$ cat config.mk
export PLATFORM = sky130hd
export DESIGN_NAME = uart_tx
export DESIGN_NICKNAME = d
export VERILOG_FILES = /design/src/rtl/uart_tx.sv
export SDC_FILE = /design/constraint.sdc
export NUM_CORES = 1
export LEC_CHECK = 0
export CAP_MARGIN = 40
export CORE_ASPECT_RATIO = 1.2
export CORE_MARGIN = 2
export CORE_UTILIZATION = 48
export DETAILED_ROUTE_END_ITERATION = 8
export PLACE_DENSITY = 0.67
export SLEW_MARGIN = 10
export SYNTH_ARGS = -nofsm -noshare
export SYNTH_HDL_FRONTEND = slang
export SYNTH_SLANG_ARGS = --single-unit
$ cat constraint.sdc
create_clock -name clk_i -period 6.1 [get_ports clk_i]
set_input_delay 0.915 -clock clk_i [delete_from_list [all_inputs] [get_ports clk_i]]
set_output_delay 0.915 -clock clk_i [all_outputs]
set_load 0.03 [all_outputs]
$ cat src/rtl/uart_tx.sv
// UART transmitter: valid/ready byte input, serialised LSB first as start/data/stop frames.
// Defining UART_TX_PARITY_EN inserts an even-parity bit between the data and stop bits.
module uart_tx #(
  parameter int CLKS_PER_BIT = 868,
  parameter int DATA_BITS    = 8,
  parameter int STOP_BITS    = 1
) (
  input  logic                 clk_i,
  input  logic                 rst_ni,
  input  logic [DATA_BITS-1:0] data_i,
  input  logic                 valid_i,
  output logic                 ready_o,
  output logic                 tx_o,
  output logic                 busy_o,
  output logic                 done_o
);

  localparam int CW = $clog2(CLKS_PER_BIT);
  localparam int BW = $clog2(DATA_BITS) + 1;
  localparam logic [CW-1:0] BAUD_LAST = CW'(CLKS_PER_BIT - 1);
  localparam logic [BW-1:0] DATA_LAST = BW'(DATA_BITS - 1);
  localparam logic [BW-1:0] STOP_LAST = BW'(STOP_BITS - 1);

  // Handshake contract: a byte transfers on the clk_i edge where valid_i && ready_o;
  // valid_i may stay high across frames, and valid_i while busy is ignored.
  typedef enum logic [2:0] {
    IDLE   = 3'd0,
    START  = 3'd1,
    DATA   = 3'd2,
`ifdef UART_TX_PARITY_EN
    PARITY = 3'd3,
`endif
    STOP   = 3'd4
  } state_t;

  state_t               state;
  logic [CW-1:0]        baud_cnt;
  logic [BW-1:0]        bit_cnt;
  logic [DATA_BITS-1:0] shift_reg;
  logic                 tx;
  logic                 busy;
  logic                 done;
  logic                 bit_end;
`ifdef UART_TX_PARITY_EN
  logic                 parity_bit;
`endif

  assign bit_end = (baud_cnt == BAUD_LAST);
  assign ready_o = (state == IDLE);
  assign tx_o    = tx;
  assign busy_o  = busy;
  assign done_o  = done;

  always_ff @(posedge clk_i or negedge rst_ni) begin
    if (!rst_ni) begin
      state      <= IDLE;
      baud_cnt   <= '0;
      bit_cnt    <= '0;
      shift_reg  <= '0;
      tx         <= 1'b1;
      busy       <= 1'b0;
      done       <= 1'b0;
`ifdef UART_TX_PARITY_EN
      parity_bit <= 1'b0;
`endif
    end else begin
      done <= 1'b0;
      // The baud counter free-runs within a bit and reloads on every bit boundary.
      if (state != IDLE) begin
        baud_cnt <= bit_end ? '0 : baud_cnt + 1'b1;
      end
      case (state)
        IDLE: begin
          if (valid_i) begin
            state      <= START;
            tx         <= 1'b0;
            busy       <= 1'b1;
            baud_cnt   <= '0;
            bit_cnt    <= '0;
            shift_reg  <= data_i;
`ifdef UART_TX_PARITY_EN
            parity_bit <= ^data_i;
`endif
          end
        end
        START: begin
          if (bit_end) begin
            state     <= DATA;
            tx        <= shift_reg[0];
            shift_reg <= shift_reg >> 1;
          end
        end
        DATA: begin
          if (bit_end) begin
            if (bit_cnt == DATA_LAST) begin
              bit_cnt <= '0;
`ifdef UART_TX_PARITY_EN
              state   <= PARITY;
              tx      <= parity_bit;
`else
              state   <= STOP;
              tx      <= 1'b1;
`endif
            end else begin
              bit_cnt   <= bit_cnt + 1'b1;
              tx        <= shift_reg[0];
              shift_reg <= shift_reg >> 1;
            end
          end
        end
`ifdef UART_TX_PARITY_EN
        PARITY: begin
          if (bit_end) begin
            state <= STOP;
            tx    <= 1'b1;
          end
        end
`endif
        STOP: begin
          // bit_cnt is reused here to count stop-bit periods.
          if (bit_end) begin
            if (bit_cnt == STOP_LAST) begin
              state   <= IDLE;
              busy    <= 1'b0;
              done    <= 1'b1;
              bit_cnt <= '0;
            end else begin
              bit_cnt <= bit_cnt + 1'b1;
            end
          end
        end
        default: begin
          state <= IDLE;
          tx    <= 1'b1;
          busy  <= 1'b0;
        end
      endcase
    end
  end

endmodule

After elaboration in Yosys (flattened, before gate mapping)
Index checks and enable logic that the tools add are counted.
- memories: 0
- bits in latches: 0
- bits in read-only memories: 0
- bits in registers: 28
- RAM bits: 0
- input port bits: 11
- word-level logic and storage cells: 68
- output and inout bits: 4
- multiplexer cells: 34
- $mul: 0
- bitwise logic cells: 2
- shift-type cells: 0
- reduce and logical (&&, ||, !) cells: 11
- equality and inequality tests: 12
- $add $sub $neg: 2
- divide/modulo/power cells: 0
- $lt $le $gt $ge: 0
- operators by type and width (kind ; count):
    2-to-1 mux 10 bit ; 4
    2-to-1 mux 8 bit ; 4
    one-hot mux 8 bit (3 select lines) ; 1
    2-to-1 mux 4 bit ; 5
    2-to-1 mux 3 bit ; 6
    inequality test 2 bit (second input constant) ; 7
    one-hot mux 3 bit (4 select lines) ; 1
    one-hot mux 4 bit (3 select lines) ; 1
    AND reduction 4 bit ; 3
    adder 10 x 1 -> 10 bit (second input constant) ; 1
    equality test 10 bit (second input constant) ; 1
    2-to-1 mux 1 bit ; 10
    nonzero test 3 bit ; 3
    AND reduction 6 bit ; 1
    AND reduction 5 bit ; 1
    adder 4 x 1 -> 4 bit (second input constant) ; 1
    equality test 4 x 3 -> 1 bit (second input constant) ; 1
    logical NOT 4 bit ; 1
    one-hot mux 1 bit (4 select lines) ; 1
    equality test 3 x 1 -> 1 bit (second input constant) ; 1
    equality test 3 x 2 -> 1 bit (second input constant) ; 1
    equality test 3 bit (second input constant) ; 1
    logical NOT 3 bit ; 1
    one-hot mux 1 bit (3 select lines) ; 1
    other kinds (2) ; 3

Logic depth before layout (Yosys ltp)
- word-level depth: 5
- mapped depth: 7
- gate-level depth less buffers: 6

Least setup slack after synthesis
No wires, ideal clock.
- kind: register to output
- start: register state[0]
- end: output ready_o
- cell stages (with the launch flop): 4
- path buffers: 1
- arrival time: 1.178 ns
- setup slack: 4.007 ns
- required time: 5.185 ns
- path through: dfrtp_1 > buf_2 > or3_4 > inv_1
- longest elaborated chain between the ends: 1
- ends and longest elaborated chain (item ; line ; RTL):
    start, declared ; 36 ; state_t state;
    start signal, assigned ; 56 ; state <= IDLE;
    start signal, assigned ; 75 ; state <= START;
    start signal, assigned ; 88 ; state <= DATA;
    logical NOT 3 bit ; 49 ; assign ready_o = (state == IDLE);
    end, declared ; 12 ; output logic ready_o,
No other way between the ends.

Worst setup path after layout
- start: register state[2]
- end: output ready_o
The elaborated chain is that of the path after synthesis.

==> results.json <==
{
  "r2r_end": "shift_reg[1]",
  "endpoint_kind": "output pin",
  "yosysWarnings": 0,
  "worst-setup-path-type": "reg2out",
  "routed_via_density": 5.61,
  "setup_viol": 0,
  "clock-sinks": 28,
  "status": "completed",
  "grt-ovfl-total": 0,
  "syn2layout_area_growth_pct": 12.8,
  "holdWs_ns": 0.512,
  "fin_setup_tns_ns": 0,
  "core_area_um2": 3310,
  "clock_path_buffers": 2,
  "h-tree-depth": 1,
  "setup.worst_path.start_class": "flop",
  "syn_area_per_cell_um2": 10.1,
  "ys_ff_latch": 28,
  "ff2ff_setup_slack_ns": 4.03,
  "finalCriticalPeriod_ns": 3.07,
  "synth-edff-count": 0,
  "drtIter0Drc": 23,
  "globalplace.congestion": 0.829,
  "ant_nets": 0,
  "worstRegToRegCells": 5,
  "finalHoldViolCount": 0,
  "hold_depth": 1,
  "die_w_um": 57.5,
  "cts_buffers": 3,
  "cp.required_ns": 5.18,
  "path_cells": "or3_4 > inv_1 > clkdlybuf4s50_1",
  "hold_buffers": 0,
  "worst_slew_margin_rel_pct": 56.2,
  "min_period_over_period_pct": 50.3,
  "dr.pass1.iters": 4,
  "post_drt_wl_per_cell_um": 14.1,
  "rsz0062_at_grt": "false",
  "drc": 0,
  "io_pins": 15,
  "worst_r2r_startpoint": "baud_cnt[4]",
  "hpwlAfterDp_mm": 2.15,
  "fin_nets": 192,
  "async_flop_share_pct": 100,
  "finClkSkew_ns": 0.00730,
  "grt_pass1_wl_mm": 5.54,
  "critical-path-top-delay-family": "buffers and inverters",
  "grt_max_degree": 29,
  "max_cap_viol_count": 0,
  "die-area_um2": 3920,
  "antenna_found_initial": 0,
  "slowest_delay_ns": 0.69,
  "peakVddDrop_uv": 289,
  "hold_path.class": "reg2reg",
  "cp_max_fo": 15,
  "vias": 1201,
  "synth_cells": 163,
  "clockRootBuffer": "clkbuf_8",
  "num_rows": 23,
  "start_util_pct": 49.8,
  "grt_usage_pct": 18.1,
  "whs_endpoint": "bit_cnt[3]",
  "path_buf_inv": 2,
  "clock_latency_ns": 0.27,
  "numPortBuffers": 14,
  "num_antenna_cells": 0,
  "leakagePower_nw": 0.834,
  "p_per_area_nw_per_um2": 446,
  "worstMarginPinSlew_ns": 0.653,
  "largest_reg_flops": 10,
  "ctsResizeCount": 0,
  "first_global_vias": 1166,
  "synth_fp_nets": 177,
  "clkTransAtPathRegs_ns": 0.09,
  "drive_gt1_share_pct": 18.1,
  "synthDistinctLibCells": 46,
  "ys_dominant_reg_cell": "dfrtp_1",
  "critPathSlowestCell": "clkdlybuf4s50_1",
  "die_h_um": 68.2,
  "finalMaxSlewViolations": 0,
  "critPathArrivalTime_ns": 2.15,
  "fmax_mhz": 326,
  "synthesis.area_um2": 1650,
  "wl_mm": 3.02,
  "cts_tree": "done",
  "ys_seq_area_share_pct": 42.6,
  "post_cts_buffers": 0,
  "fillCellCount": 310,
  "hold_start": "bit_cnt[3]"
}
==> synth_stat cells (all sizes together), types with 2 or more instances <==
| cell | instances | area, um2 |
|---|---|---|
| nor2 | 15 | 63.8 |
| a21oi | 5 | 36.3 |
| nand2 | 19 | 71.3 |
| dfrtp | 27 | 676 |
| nand2b | 2 | 12.5 |
| buf | 4 | 35.0 |
| and3 | 5 | 38.8 |
| a31oi | 4 | 25.0 |
| or3 | 3 | 33.8 |
| o31ai | 2 | 20.0 |
| and2 | 2 | 12.5 |
| o41ai | 2 | 17.5 |
| o21ai | 19 | 106 |
| nand3 | 2 | 10.0 |
| inv | 6 | 22.5 |
| nor2b | 2 | 12.5 |
| mux2 | 15 | 195 |
| nor4 | 2 | 12.5 |
| nor3 | 4 | 20.0 |
| a21o | 2 | 15.0 |
| nor3b | 2 | 15.0 |
| ha | 3 | 37.5 |
==> where the power goes <==
group	internal, mW	switching [mW]	leakage (nW)
Combinational	0.208	0.197	0.445
Clock	0.0577	0.0556	0.0288
Sequential	0.248	0.0622	0.360
==> kinds of logic (layout without fill, tap and decap cells) <==
kind of cell	Yosys count	count (layout)	synth area share (%)
mux	15	15	11.8
compound gates	43	43	17.8
buf+inv	11	25	3.72
simple gates	61	61	20.7
fa+ha+maj	3	3	2.28
flops	28	28	42.6
xor+xnor	2	2	1.06
==> worst max path at each step <==
stage / start / end / slack (ns) / cells after the start
2_1_floorplan: state[0] / ready_o / 4.01 / 3
3_3_place_gp: state[2] / ready_o / 3.37 / 3
3_5_place_dp: state[2] / ready_o / 3.36 / 3
4_1_cts: state[2] / ready_o / 3.03 / 3
5_1_grt: state[2] / ready_o / 2.96 / 3
6_report: state[2] / ready_o / 3.03 / 3
==> stage by stage <==
step / power, mW / util (%) / cells / worst slack, ns / cell area [um2]
3_3_place_gp: 0.709 / 54.5 / 210 / 3.37 / 1800
6_report: 0.828 / 56.1 / 214 / 3.03 / 1860
5_1_grt: 0.897 / 56.1 / 214 / 2.96 / 1860
2_1_floorplan: 0.652 / - / 163 / 4.01 / 1650
3_5_place_dp: 0.719 / 54.5 / 210 / 3.36 / 1800
4_1_cts: 0.838 / 56.1 / 214 / 3.03 / 1860
==> metal layers <==
layer / up-vias / GRT usage (%) / part of all wire (%)
met2: 22 / 30.4 / 48
met4: 0 / 6.69 / 1.3
met5: - / 0 / 0
met3: 4 / 2.46 / 2.9
li1: 618 / - / -
met1: 557 / 23.8 / 48
==> layout make-up <==
| class | count | area [um2] | share of cell area (%) |
|---|---|---|---|
| Inverter | 6 | 22.5 | 1.21 |
| Multi-Input combinational cell | 124 | 885 | 47.6 |
| Timing Repair Buffer | 15 | 148 | 7.95 |
| Tap cell | 37 | 46.3 | 2.49 |
| Clock buffer | 4 | 55.1 | 2.96 |
| Sequential cell | 28 | 702 | 37.8 |
==> placed cells by master (no fill, tap or decap), types with 2 or more instances in the layout <==
cell type / instances
a21oi_1: 4
mux2_4: 7
inv_1: 6
mux2_2: 8
and3_2: 2
and3_1: 2
nand2b_1: 2
o41ai_1: 2
nor4_1: 2
clkdlybuf4s50_1: 14
dfrtp_1: 27
nand2_1: 19
and2_1: 2
nor2_1: 14
a31oi_1: 4
ha_1: 3
nor3b_1: 2
clkbuf_8: 4
or3_4: 3
a21o_1: 2
nor2b_1: 2
nor3_1: 4
nand3_1: 2
o21ai_0: 18
Note: power is estimated with default switching activity, not from simulation.
